===== src/rtl/riscv_pkg.sv =====
// Shared RV32I definitions: opcodes, the canonical NOP, and fetch-stage types.
package riscv_pkg;

  localparam logic [6:0] OP_LUI    = 7'b0110111;
  localparam logic [6:0] OP_AUIPC  = 7'b0010111;
  localparam logic [6:0] OP_JAL    = 7'b1101111;
  localparam logic [6:0] OP_JALR   = 7'b1100111;
  localparam logic [6:0] OP_BRANCH = 7'b1100011;
  localparam logic [6:0] OP_LOAD   = 7'b0000011;
  localparam logic [6:0] OP_STORE  = 7'b0100011;
  localparam logic [6:0] OP_IMM    = 7'b0010011;
  localparam logic [6:0] OP_REG    = 7'b0110011;

  localparam logic [31:0] NOP_INSTR        = 32'h0000_0013;
  localparam logic [31:0] DEFAULT_RESET_PC = 32'h0000_0000;

  typedef enum logic [1:0] {
    FETCH = 2'd0,
    EXEC  = 2'd1,
    HALT  = 2'd2
  } fetch_state_e;

endpackage


===== src/rtl/fetch_unit_if.sv =====
// Instruction-memory request/ready bus between the fetch stage and memory.
interface fetch_unit_if;
  logic        imem_req;
  logic [31:0] imem_addr;
  logic        imem_ready;
  logic [31:0] imem_rdata;

  modport master (
    output imem_req,
    output imem_addr,
    input  imem_ready,
    input  imem_rdata
  );

  modport slave (
    input  imem_req,
    input  imem_addr,
    output imem_ready,
    output imem_rdata
  );
endinterface


===== src/rtl/fetch_unit_next_pc_sel.sv =====
// Next-PC priority mux (JALR > JAL > taken branch > pc+4) with word-alignment check.
module next_pc_sel (
  input  logic [31:0] pc,
  input  logic [31:0] imm,
  input  logic [31:0] alu_result,
  input  logic        branch,
  input  logic        jump,
  input  logic        is_jalr,
  input  logic        branch_taken,
  output logic [31:0] next_pc,
  output logic        misaligned
);

  always_comb begin
    next_pc = pc + 32'd4;
    if (jump && is_jalr) begin
      // JALR clears bit 0 of rs1+imm; masking keeps every input bit in use.
      next_pc = alu_result & 32'hFFFF_FFFE;
    end else if (jump) begin
      next_pc = pc + imm;
    end else if (branch && branch_taken) begin
      next_pc = pc + imm;
    end
    misaligned = (next_pc[1:0] != 2'b00);
  end

endmodule


===== src/rtl/fetch_unit.sv =====
// RV32I fetch / PC-sequencing stage: FETCH -> EXEC loop, HALT on misaligned target.
module fetch_unit
  import riscv_pkg::*;
#(
  parameter logic [31:0] RESET_PC = DEFAULT_RESET_PC
) (
  input  logic         clk,
  input  logic         rst_n,
  fetch_unit_if.master imem,
  output logic [31:0]  instr,
  output logic         instr_valid,
  output logic [31:0]  pc,
  output logic [31:0]  pc_plus4,
  input  logic         stall,
  input  logic         branch,
  input  logic         jump,
  input  logic         is_jalr,
  input  logic         branch_taken,
  input  logic [31:0]  imm,
  input  logic [31:0]  alu_result,
  output logic [31:0]  instret,
  output logic         fetch_fault
);

  fetch_state_e state_q;
  logic [31:0]  pc_q;
  logic [31:0]  instr_q;
  logic [31:0]  instret_q;
  logic         fault_q;
  logic         req_q;
  logic         valid_q;
  logic [31:0]  next_pc_d;
  logic         misaligned_d;

  next_pc_sel u_next_pc_sel (
    .pc           (pc_q),
    .imm          (imm),
    .alu_result   (alu_result),
    .branch       (branch),
    .jump         (jump),
    .is_jalr      (is_jalr),
    .branch_taken (branch_taken),
    .next_pc      (next_pc_d),
    .misaligned   (misaligned_d)
  );

  // req/valid are registered alongside the state so they carry no input-to-output path.
  always_ff @(posedge clk) begin
    if (!rst_n) begin
      state_q   <= FETCH;
      pc_q      <= RESET_PC;
      instr_q   <= NOP_INSTR;
      instret_q <= '0;
      fault_q   <= 1'b0;
      req_q     <= 1'b1;
      valid_q   <= 1'b0;
    end else begin
      unique case (state_q)
        FETCH: begin
          if (imem.imem_ready) begin
            instr_q <= imem.imem_rdata;
            state_q <= EXEC;
            req_q   <= 1'b0;
            valid_q <= 1'b1;
          end
        end
        EXEC: begin
          if (!stall) begin
            instret_q <= instret_q + 32'd1;
            valid_q   <= 1'b0;
            if (misaligned_d) begin
              fault_q <= 1'b1;
              state_q <= HALT;
              req_q   <= 1'b0;
            end else begin
              pc_q    <= next_pc_d;
              state_q <= FETCH;
              req_q   <= 1'b1;
            end
          end
        end
        HALT: begin
        end
        default: begin
          state_q <= HALT;
          req_q   <= 1'b0;
          valid_q <= 1'b0;
        end
      endcase
    end
  end

  assign imem.imem_req  = req_q;
  assign imem.imem_addr = pc_q;
  assign instr          = instr_q;
  assign instr_valid    = valid_q;
  assign pc             = pc_q;
  assign pc_plus4       = pc_q + 32'd4;
  assign instret        = instret_q;
  assign fetch_fault    = fault_q;

endmodule


===== src/flat_wrapper.sv =====
// flat-port wrapper written by rule: the top's interface ports become plain ports
module fetch_unit_flat import riscv_pkg::*;
#(
  parameter logic [31:0] RESET_PC = DEFAULT_RESET_PC
)
  (clk, rst_n, instr, instr_valid, pc, pc_plus4, stall, branch, jump, is_jalr, branch_taken, imm, alu_result, instret, fetch_fault, imem_imem_req, imem_imem_addr, imem_imem_ready, imem_imem_rdata);
  fetch_unit_if imem_i ();
  input  logic clk;
  input  logic rst_n;
  output logic [31:0] instr;
  output logic instr_valid;
  output logic [31:0] pc;
  output logic [31:0] pc_plus4;
  input  logic stall;
  input  logic branch;
  input  logic jump;
  input  logic is_jalr;
  input  logic branch_taken;
  input  logic [31:0] imm;
  input  logic [31:0] alu_result;
  output logic [31:0] instret;
  output logic fetch_fault;
  output wire logic [$bits(imem_i.imem_req)-1:0] imem_imem_req;
  output wire logic [$bits(imem_i.imem_addr)-1:0] imem_imem_addr;
  input wire logic [$bits(imem_i.imem_ready)-1:0] imem_imem_ready;
  input wire logic [$bits(imem_i.imem_rdata)-1:0] imem_imem_rdata;
  assign imem_imem_req = imem_i.imem_req;
  assign imem_imem_addr = imem_i.imem_addr;
  assign imem_i.imem_ready = imem_imem_ready;
  assign imem_i.imem_rdata = imem_imem_rdata;
  fetch_unit #(.RESET_PC(RESET_PC)) u_core (.clk(clk), .rst_n(rst_n), .imem(imem_i), .instr(instr), .instr_valid(instr_valid), .pc(pc), .pc_plus4(pc_plus4), .stall(stall), .branch(branch), .jump(jump), .is_jalr(is_jalr), .branch_taken(branch_taken), .imm(imm), .alu_result(alu_result), .instret(instret), .fetch_fault(fetch_fault));
endmodule

===== config.mk =====
export PLATFORM = sky130hd
export DESIGN_NAME = fetch_unit_flat
export DESIGN_NICKNAME = d
export VERILOG_FILES = /design/src/rtl/riscv_pkg.sv /design/src/rtl/fetch_unit_if.sv /design/src/rtl/fetch_unit_next_pc_sel.sv /design/src/rtl/fetch_unit.sv /design/src/flat_wrapper.sv
export SDC_FILE = /design/constraint.sdc
export NUM_CORES = 1
export LEC_CHECK = 0
export ABC_CLOCK_PERIOD_IN_PS = 3500
export CORE_ASPECT_RATIO = 0.6
export CORE_MARGIN = 4
export CORE_UTILIZATION = 43
export CTS_CLUSTER_DIAMETER = 60
export DETAILED_ROUTE_END_ITERATION = 12
export DONT_BUFFER_PORTS = 1
export GPL_TIMING_DRIVEN = 0
export PLACE_DENSITY = 0.56
export SETUP_SLACK_MARGIN = 0.3
export SYNTH_ARGS = -nofsm -noshare
export SYNTH_HDL_FRONTEND = slang
export SYNTH_HIERARCHICAL = 1
export SYNTH_SLANG_ARGS = --single-unit
export TNS_END_PERCENT = 100

===== constraint.sdc =====
create_clock -name clk -period 3.5 [get_ports clk]
set_input_delay 0.7 -clock clk [delete_from_list [all_inputs] [get_ports clk]]
set_output_delay 0.7 -clock clk [all_outputs]
set_load 0.01 [all_outputs]

==> results.sh, run 1 <==
export IMPL_status="completed"
export IMPL_cts_tree="done"
export IMPL_finalNonFillerCells=1323
export IMPL_grt_use_total_pct=26.6
export IMPL_grt_max_degree=20
export IMPL_crit_path_end_kind="register"
export IMPL_use_met2_pct=36.8
export IMPL_ant_nets=0
export IMPL_nets=1223
export IMPL_clockBufferDepth=2
export IMPL_drc=0
export IMPL_max_cap_viol_count=0
export IMPL_critPathKind="reg -> reg"
export IMPL_rr_worst_depth=10
export IMPL_yosys_cell_count_top_type="nand2_1"
export IMPL_rows=37
export IMPL_drtPass1Iterations=5
export IMPL_num_vias=8003
export IMPL_area_delta_synth_final_pct=9.96
export IMPL_drt_vias_per_instance=6.05
export IMPL_worstHoldPathType="in -> reg"
export IMPL_grt_pass1_wl_um=43000
export IMPL_syn_area_per_cell_um2=7.14
export IMPL_power_leakage_nw=3.07
export IMPL_max_slew_margin_rel_pct=35.9
export IMPL_fp_dieH_um=111
export IMPL_grt_pass1_vias=7027
export IMPL_clk_pin_slew_ns=0.08
export IMPL_worst_slew_pin_slew_ns=0.959
export IMPL_grt_ovfl_total=0
export IMPL_fin_tns_setup_ns=0
export IMPL_synth_edf_count=0
export IMPL_htree_levels=3
export IMPL_synth_warnings=6
export IMPL_crit_required_ns=3.77
export IMPL_netlist_area_leader_share_pct=26.5
export IMPL_ys_ff_latch=101
export IMPL_hold_buffers=0
export IMPL_routedWlPerCell_um=21.4
export IMPL_timing_hold_ws_ns=0.479
export IMPL_holdPathStages=2
export IMPL_finalHoldViolCount=0
export IMPL_coreArea_um2=17300
export IMPL_port_buffers=0
export IMPL_drive_above_1_share_pct=9.00
export IMPL_setup_ws_ns=0.376
export IMPL_drt_iter0_drc=837
export IMPL_top_usage_layer="met1"
export IMPL_dpl_cell_area_um2=7960
export IMPL_timing_fmax_ghz=0.320
export IMPL_synth_ff_type="dfxtp_1"
export IMPL_fillCellCount=1805
export IMPL_fp_dieW_um=180
export IMPL_synthArstFlopShare_pct=0
export IMPL_num_io_pins=267
export IMPL_p_per_area_nw_per_um2=333
export IMPL_rsz0062_at_grt="yes"
export IMPL_antenna_found_initial=0
export IMPL_die_area_um2=20000
export IMPL_synth_area_leader_cell="dfxtp_1"
export IMPL_drt_wl_total_um=28200
export IMPL_period_needed_ns=3.12
export IMPL_synthesis_nets=1209
export IMPL_synthTopCellsByCount="206 x nand2_1, 145 x a21oi_1, 101 x dfxtp_1"
export IMPL_syn_area_um2=7640
export IMPL_crit_fanout=11
export IMPL_setup_violations=0
export IMPL_finalInstanceArea_um2=8400
export IMPL_gr_usage_met1_pct=41.8
export IMPL_clock_sinks=101
export IMPL_dp_hpwl_um=22100
export IMPL_yosys_top_cells_area="dfxtp_1 26%, nand2_1 10%, a21oi_1 9.5%"
export IMPL_cts_buffers=9
export IMPL_grt_use_met3_pct=7.38
export IMPL_crit_path_start_kind="register"
export IMPL_post_place_ws_ns=0.0606
export IMPL_placed_cells=1306
export IMPL_ir_drop_v=0.000234
export IMPL_initial_utilization_pct=44.2
export IMPL_post_route_period_util_pct=89.2
export IMPL_synthDistinctLibCells=65
export IMPL_cts_root_buf="clkbuf_16"
export IMPL_worstPathArrival_ns=3.39
export IMPL_gp_congestion=0.916
export IMPL_antenna_cells=0
export IMPL_syn_inst=1070
export IMPL_synth_seq_area_share_pct=26.5
export IMPL_slew_violations=0
export IMPL_clock_latency_ns=0.35
export IMPL_clock_skew_ns=0.0113
cell families (layout without fill, tap and decap cells):
group	Yosys count	in the layout	synth area share, %
xor gates and xnor gates	85	85	9.74
AOI/OAI and AO/OA	267	267	20.3
adders and majority gates	35	35	5.83
buffers and inverters	110	129	7.26
muxes	8	8	1.05
and+or+nand+nor	464	464	29.4
DFF	101	101	26.5
path summary, 6_finish.rpt:
path / from / to / slack [ns]
hold reg to reg: u_core/instr[28] / u_core/instr[28] / 0.51
setup / recovery: u_core/imem.imem_addr[22] / u_core/imem.imem_addr[31] / 0.38
setup reg to reg: u_core/imem.imem_addr[22] / u_core/imem.imem_addr[31] / 0.38
hold / removal: imem_imem_rdata[21] / u_core/instr[21] / 0.48
final cells by class:
type / instances / area, µm² / area share [%]
multi-input cells: 859 / 5170 / 61.5
inverters: 16 / 60.1 / 0.715
clock inverters: 7 / 85.1 / 1.01
well taps: 234 / 293 / 3.49
repair buffers: 3 / 22.5 / 0.268
flip-flops and latches: 101 / 2050 / 24.4
clock buffers: 9 / 225 / 2.68
plain buffers: 94 / 494 / 5.88
layout by cell type, fill, tap and decap left out, drive strengths merged, types with 10 or more instances in the layout:
| cell type | n |
|---|---|
| nand2 | 206 |
| a21oi | 146 |
| dfxtp | 101 |
| clkbuf | 64 |
| nor2 | 59 |
| xnor2 | 55 |
| nand3 | 54 |
| o21ai | 49 |
| buf | 42 |
| nand4 | 35 |
| ha | 34 |
| xor2 | 30 |
| inv | 22 |
| nor3 | 18 |
| and4 | 17 |
| or4 | 17 |
| o31ai | 14 |
| and3 | 12 |
| and2 | 11 |
| o22ai | 11 |
| a31oi | 10 |
sequential cells by signal (all words and copies together), names as in the netlist:
register               count
u_core/fetch_fault         1
u_core/imem.imem_addr     32
u_core/imem.imem_req       1
u_core/instr              32
u_core/instr_valid         1
u_core/instret            32
u_core/state_q             2
worst max-delay path: stages, from the launching register on:
cell,delay [ns]
dfxtp_1,0.75
ha_1,0.43
a21oi_1,0.22
o21ai_0,0.17
a21oi_1,0.34
o21ai_0,0.15
a31oi_2,0.37
mux2i_1,0.13
o21ai_1,0.27
nand2_1,0.09
a21oi_1,0.12
through the flow:
stage                     util [%]  total power [W]
final                         48.6          0.00279
after detailed placement      46.1          0.00175
after floorplan                  -          0.00162
after global routing          48.6          0.00292
after global placement        45.9          0.00175
after CTS                     48.2          0.00281
timing repair:
action / CTS / global route
resized for setup: 22 / 17
pin swaps: 0 / 1
setup endpoints to repair: 22 / 38
setup buffers: 0 / 1
report_power, final:
group	internal [W]	switching [W]	total, W
Clock	0.000573	0.000481	0.00105
Combinational	0.000163	0.000304	0.000467
Sequential	0.00119	0.0000835	0.00127
Total	0.00193	0.000869	0.00279
per-layer routing:
| metal | up-vias | share of wire [%] |
|---|---|---|
| met5 | - | 0 |
| met4 | 0 | 0.32 |
| met3 | 6 | 10 |
| met2 | 406 | 40 |
| met1 | 3750 | 49 |
| li1 | 3841 | - |
Power figures use the tool's default switching activity.
==> run 2, diff against run 1 <==
--- a/config.mk
+++ b/config.mk
@@ -5,7 +5,7 @@
 export SDC_FILE = /design/constraint.sdc
 export NUM_CORES = 1
 export LEC_CHECK = 0
-export ABC_CLOCK_PERIOD_IN_PS = 3500
+export ABC_CLOCK_PERIOD_IN_PS = 2800
 export CORE_ASPECT_RATIO = 0.6
 export CORE_MARGIN = 4
 export CORE_UTILIZATION = 43
@@ -13,7 +13,7 @@
 export DETAILED_ROUTE_END_ITERATION = 12
 export DONT_BUFFER_PORTS = 1
 export GPL_TIMING_DRIVEN = 0
-export PLACE_DENSITY = 0.56
+export PLACE_DENSITY = 0.58
 export SETUP_SLACK_MARGIN = 0.3
 export SYNTH_ARGS = -nofsm -noshare
 export SYNTH_HDL_FRONTEND = slang
==> constraint.sdc (replaced) <==
create_clock -name clk -period 2.8 [get_ports clk]
set_input_delay 0.56 -clock clk [delete_from_list [all_inputs] [get_ports clk]]
set_output_delay 0.56 -clock clk [all_outputs]
set_load 0.01 [all_outputs]
==> results.sh, run 2 (synthesized netlist as in run 1, its figures left out) <==
export IMPL_gp_congestion=0.918
export IMPL_fin_tns_setup_ns=0
export IMPL_area_delta_synth_final_pct=26.3
export IMPL_crit_path_end_kind="register"
export IMPL_r2r_slack_ns=0.1
export IMPL_crit_fanout=6
export IMPL_power_leakage_nw=3.58
export IMPL_fp_dieH_um=111
export IMPL_timing_hold_ws_ns=0.334
export IMPL_finalHoldViolCount=0
export IMPL_grt_pass1_wl_um=45100
export IMPL_clock_latency_ns=0.35
export IMPL_nets=1263
export IMPL_min_delay_worst_endpoint="u_core/instr[1]"
export IMPL_max_slew_margin_rel_pct=33.3
export IMPL_p_per_area_nw_per_um2=365
export IMPL_setup_violations=0
export IMPL_grt_max_degree=21
export IMPL_hold_buffers=0
export IMPL_switchingPower_w=0.00117
export IMPL_drt_iter0_drc=920
export IMPL_worst_slew_pin_slew_ns=0.998
export IMPL_final_cell_mix="201 x nand2_1, 127 x a21oi_1, 69 x dfxtp_1"
export IMPL_cp_startpoint="u_core/imem.imem_addr[0]"
export IMPL_grt_pass1_vias=7480
export IMPL_drt_vias_per_instance=6.13
export IMPL_fp_dieW_um=180
export IMPL_rsz0062_at_grt="yes"
export IMPL_timing_fmax_ghz=0.370
export IMPL_final_common_cell="nand2_1"
export IMPL_swShare_pct=33.1
export IMPL_clockBufferDepth=2
export IMPL_combinationalPowerShare_pct=19.0
export IMPL_drt_wl_total_um=30700
export IMPL_critPathKind="reg -> reg"
export IMPL_ir_drop_v=0.000263
export IMPL_worstPathArrival_ns=2.92
export IMPL_rows=37
export IMPL_status="completed"
export IMPL_cts_tree="done"
export IMPL_crit_path_start_kind="register"
export IMPL_slew_violations=0
export IMPL_port_buffers=0
export IMPL_grt_use_total_pct=28.1
export IMPL_setup_ws_ns=0.0963
export IMPL_die_area_um2=20000
export IMPL_r2r_start="u_core/imem.imem_addr[0]"
export IMPL_dp_hpwl_um=21800
export IMPL_crit_required_ns=3.02
export IMPL_clock_skew_ns=0.00802
export IMPL_rr_worst_depth=11
export IMPL_hp_start="imem_imem_rdata[1]"
export IMPL_p_int_w=0.00235
export IMPL_utilization_pct=55.9
export IMPL_r2r_end="u_core/imem.imem_addr[20]"
export IMPL_htree_levels=3
export IMPL_drc=0
export IMPL_grt_ovfl_total=0
export IMPL_max_cap_viol_count=0
export IMPL_clock_sinks=101
export IMPL_period_needed_ns=2.70
export IMPL_post_route_period_util_pct=96.6
export IMPL_holdPathStages=2
export IMPL_num_vias=8354
export IMPL_cts_buffers=9
export IMPL_num_io_pins=267
export IMPL_routedWlPerCell_um=22.6
export IMPL_initial_utilization_pct=44.2
export IMPL_power_w=0.00352
export IMPL_post_place_ws_ns=-0.671
export IMPL_seqPwrFrac_pct=44.8
export IMPL_clkPwrFrac_pct=36.2
export IMPL_antenna_found_initial=0
export IMPL_cts_root_buf="clkbuf_16"
export IMPL_worstHoldPathType="in -> reg"
export IMPL_antenna_cells=0
export IMPL_ant_nets=0
export IMPL_drtPass1Iterations=5
export IMPL_coreArea_um2=17300
export IMPL_drive_above_1_share_pct=22.8
export IMPL_clk_pin_slew_ns=0.08
## run 2: final cells by class
cell class / instances / area [µm²]
multi-input cells: 859 / 5940
well taps: 234 / 293
clock buffers: 9 / 225
fillers: 1701 / 7620
inverters: 16 / 60.1
repair buffers: 43 / 384
flip-flops and latches: 101 / 2120
clock inverters: 7 / 76.3
plain buffers: 94 / 546
## run 2: how the worst max path moves through the flow
stage / slack (ns) / depth (start not counted) / end
3_3_place_gp: -0.66 / 5 / pc_plus4[24]
3_5_place_dp: -0.67 / 5 / pc_plus4[24]
2_1_floorplan: 0.20 / 11 / u_core/imem.imem_addr[14]
5_1_grt: -0.003 / 11 / u_core/imem.imem_addr[22]
4_1_cts: 0.11 / 11 / u_core/imem.imem_addr[24]
6_report: 0.1 / 11 / u_core/imem.imem_addr[20]
## run 2: layer usage
| metal | track usage [%] | share of wire (%) | vias to the layer above |
|---|---|---|---|
| li1 | - | - | 3931 |
| met1 | 41.5 | 45 | 3953 |
| met2 | 40.0 | 42 | 444 |
| met3 | 10.3 | 12 | 26 |
| met4 | 3.83 | 0.88 | 0 |
| met5 | 0 | 0 | - |
## run 2: critical path, cell delays in order, from the launching register on
cell,delay [ns]
dfxtp_4,0.39
ha_4,0.19
fa_2,0.38
a21o_1,0.23
a31oi_4,0.22
nor2_4,0.07
a311o_4,0.40
a31oi_4,0.25
xor2_1,0.20
o21ai_1,0.08
nand2_1,0.11
a21oi_1,0.06
## run 2: stage by stage
step                      instance area, µm²  cells
after global routing                    9650   1363
after CTS                               8880   1345
after floorplan                         7700   1070
after detailed placement                7990   1304
after global placement                  7990   1304
final                                   9650   1363
## run 2: power groups by stage
stage          Sequential [W]  Clock [W]  Combinational, W
3_5_place_dp          0.00163          0          0.000567
6_report              0.00158    0.00127          0.000670
4_1_cts               0.00157    0.00130          0.000615
2_1_floorplan         0.00159          0          0.000434
5_1_grt               0.00158    0.00137          0.000733
3_3_place_gp          0.00163          0          0.000562
## run 2: what timing repair did
item,in CTS,in global routing
gates resized for setup,129,135
endpoints found under the setup margin,60,62
gates cloned,0,2
pin swaps,20,46
buffers inserted,25,16
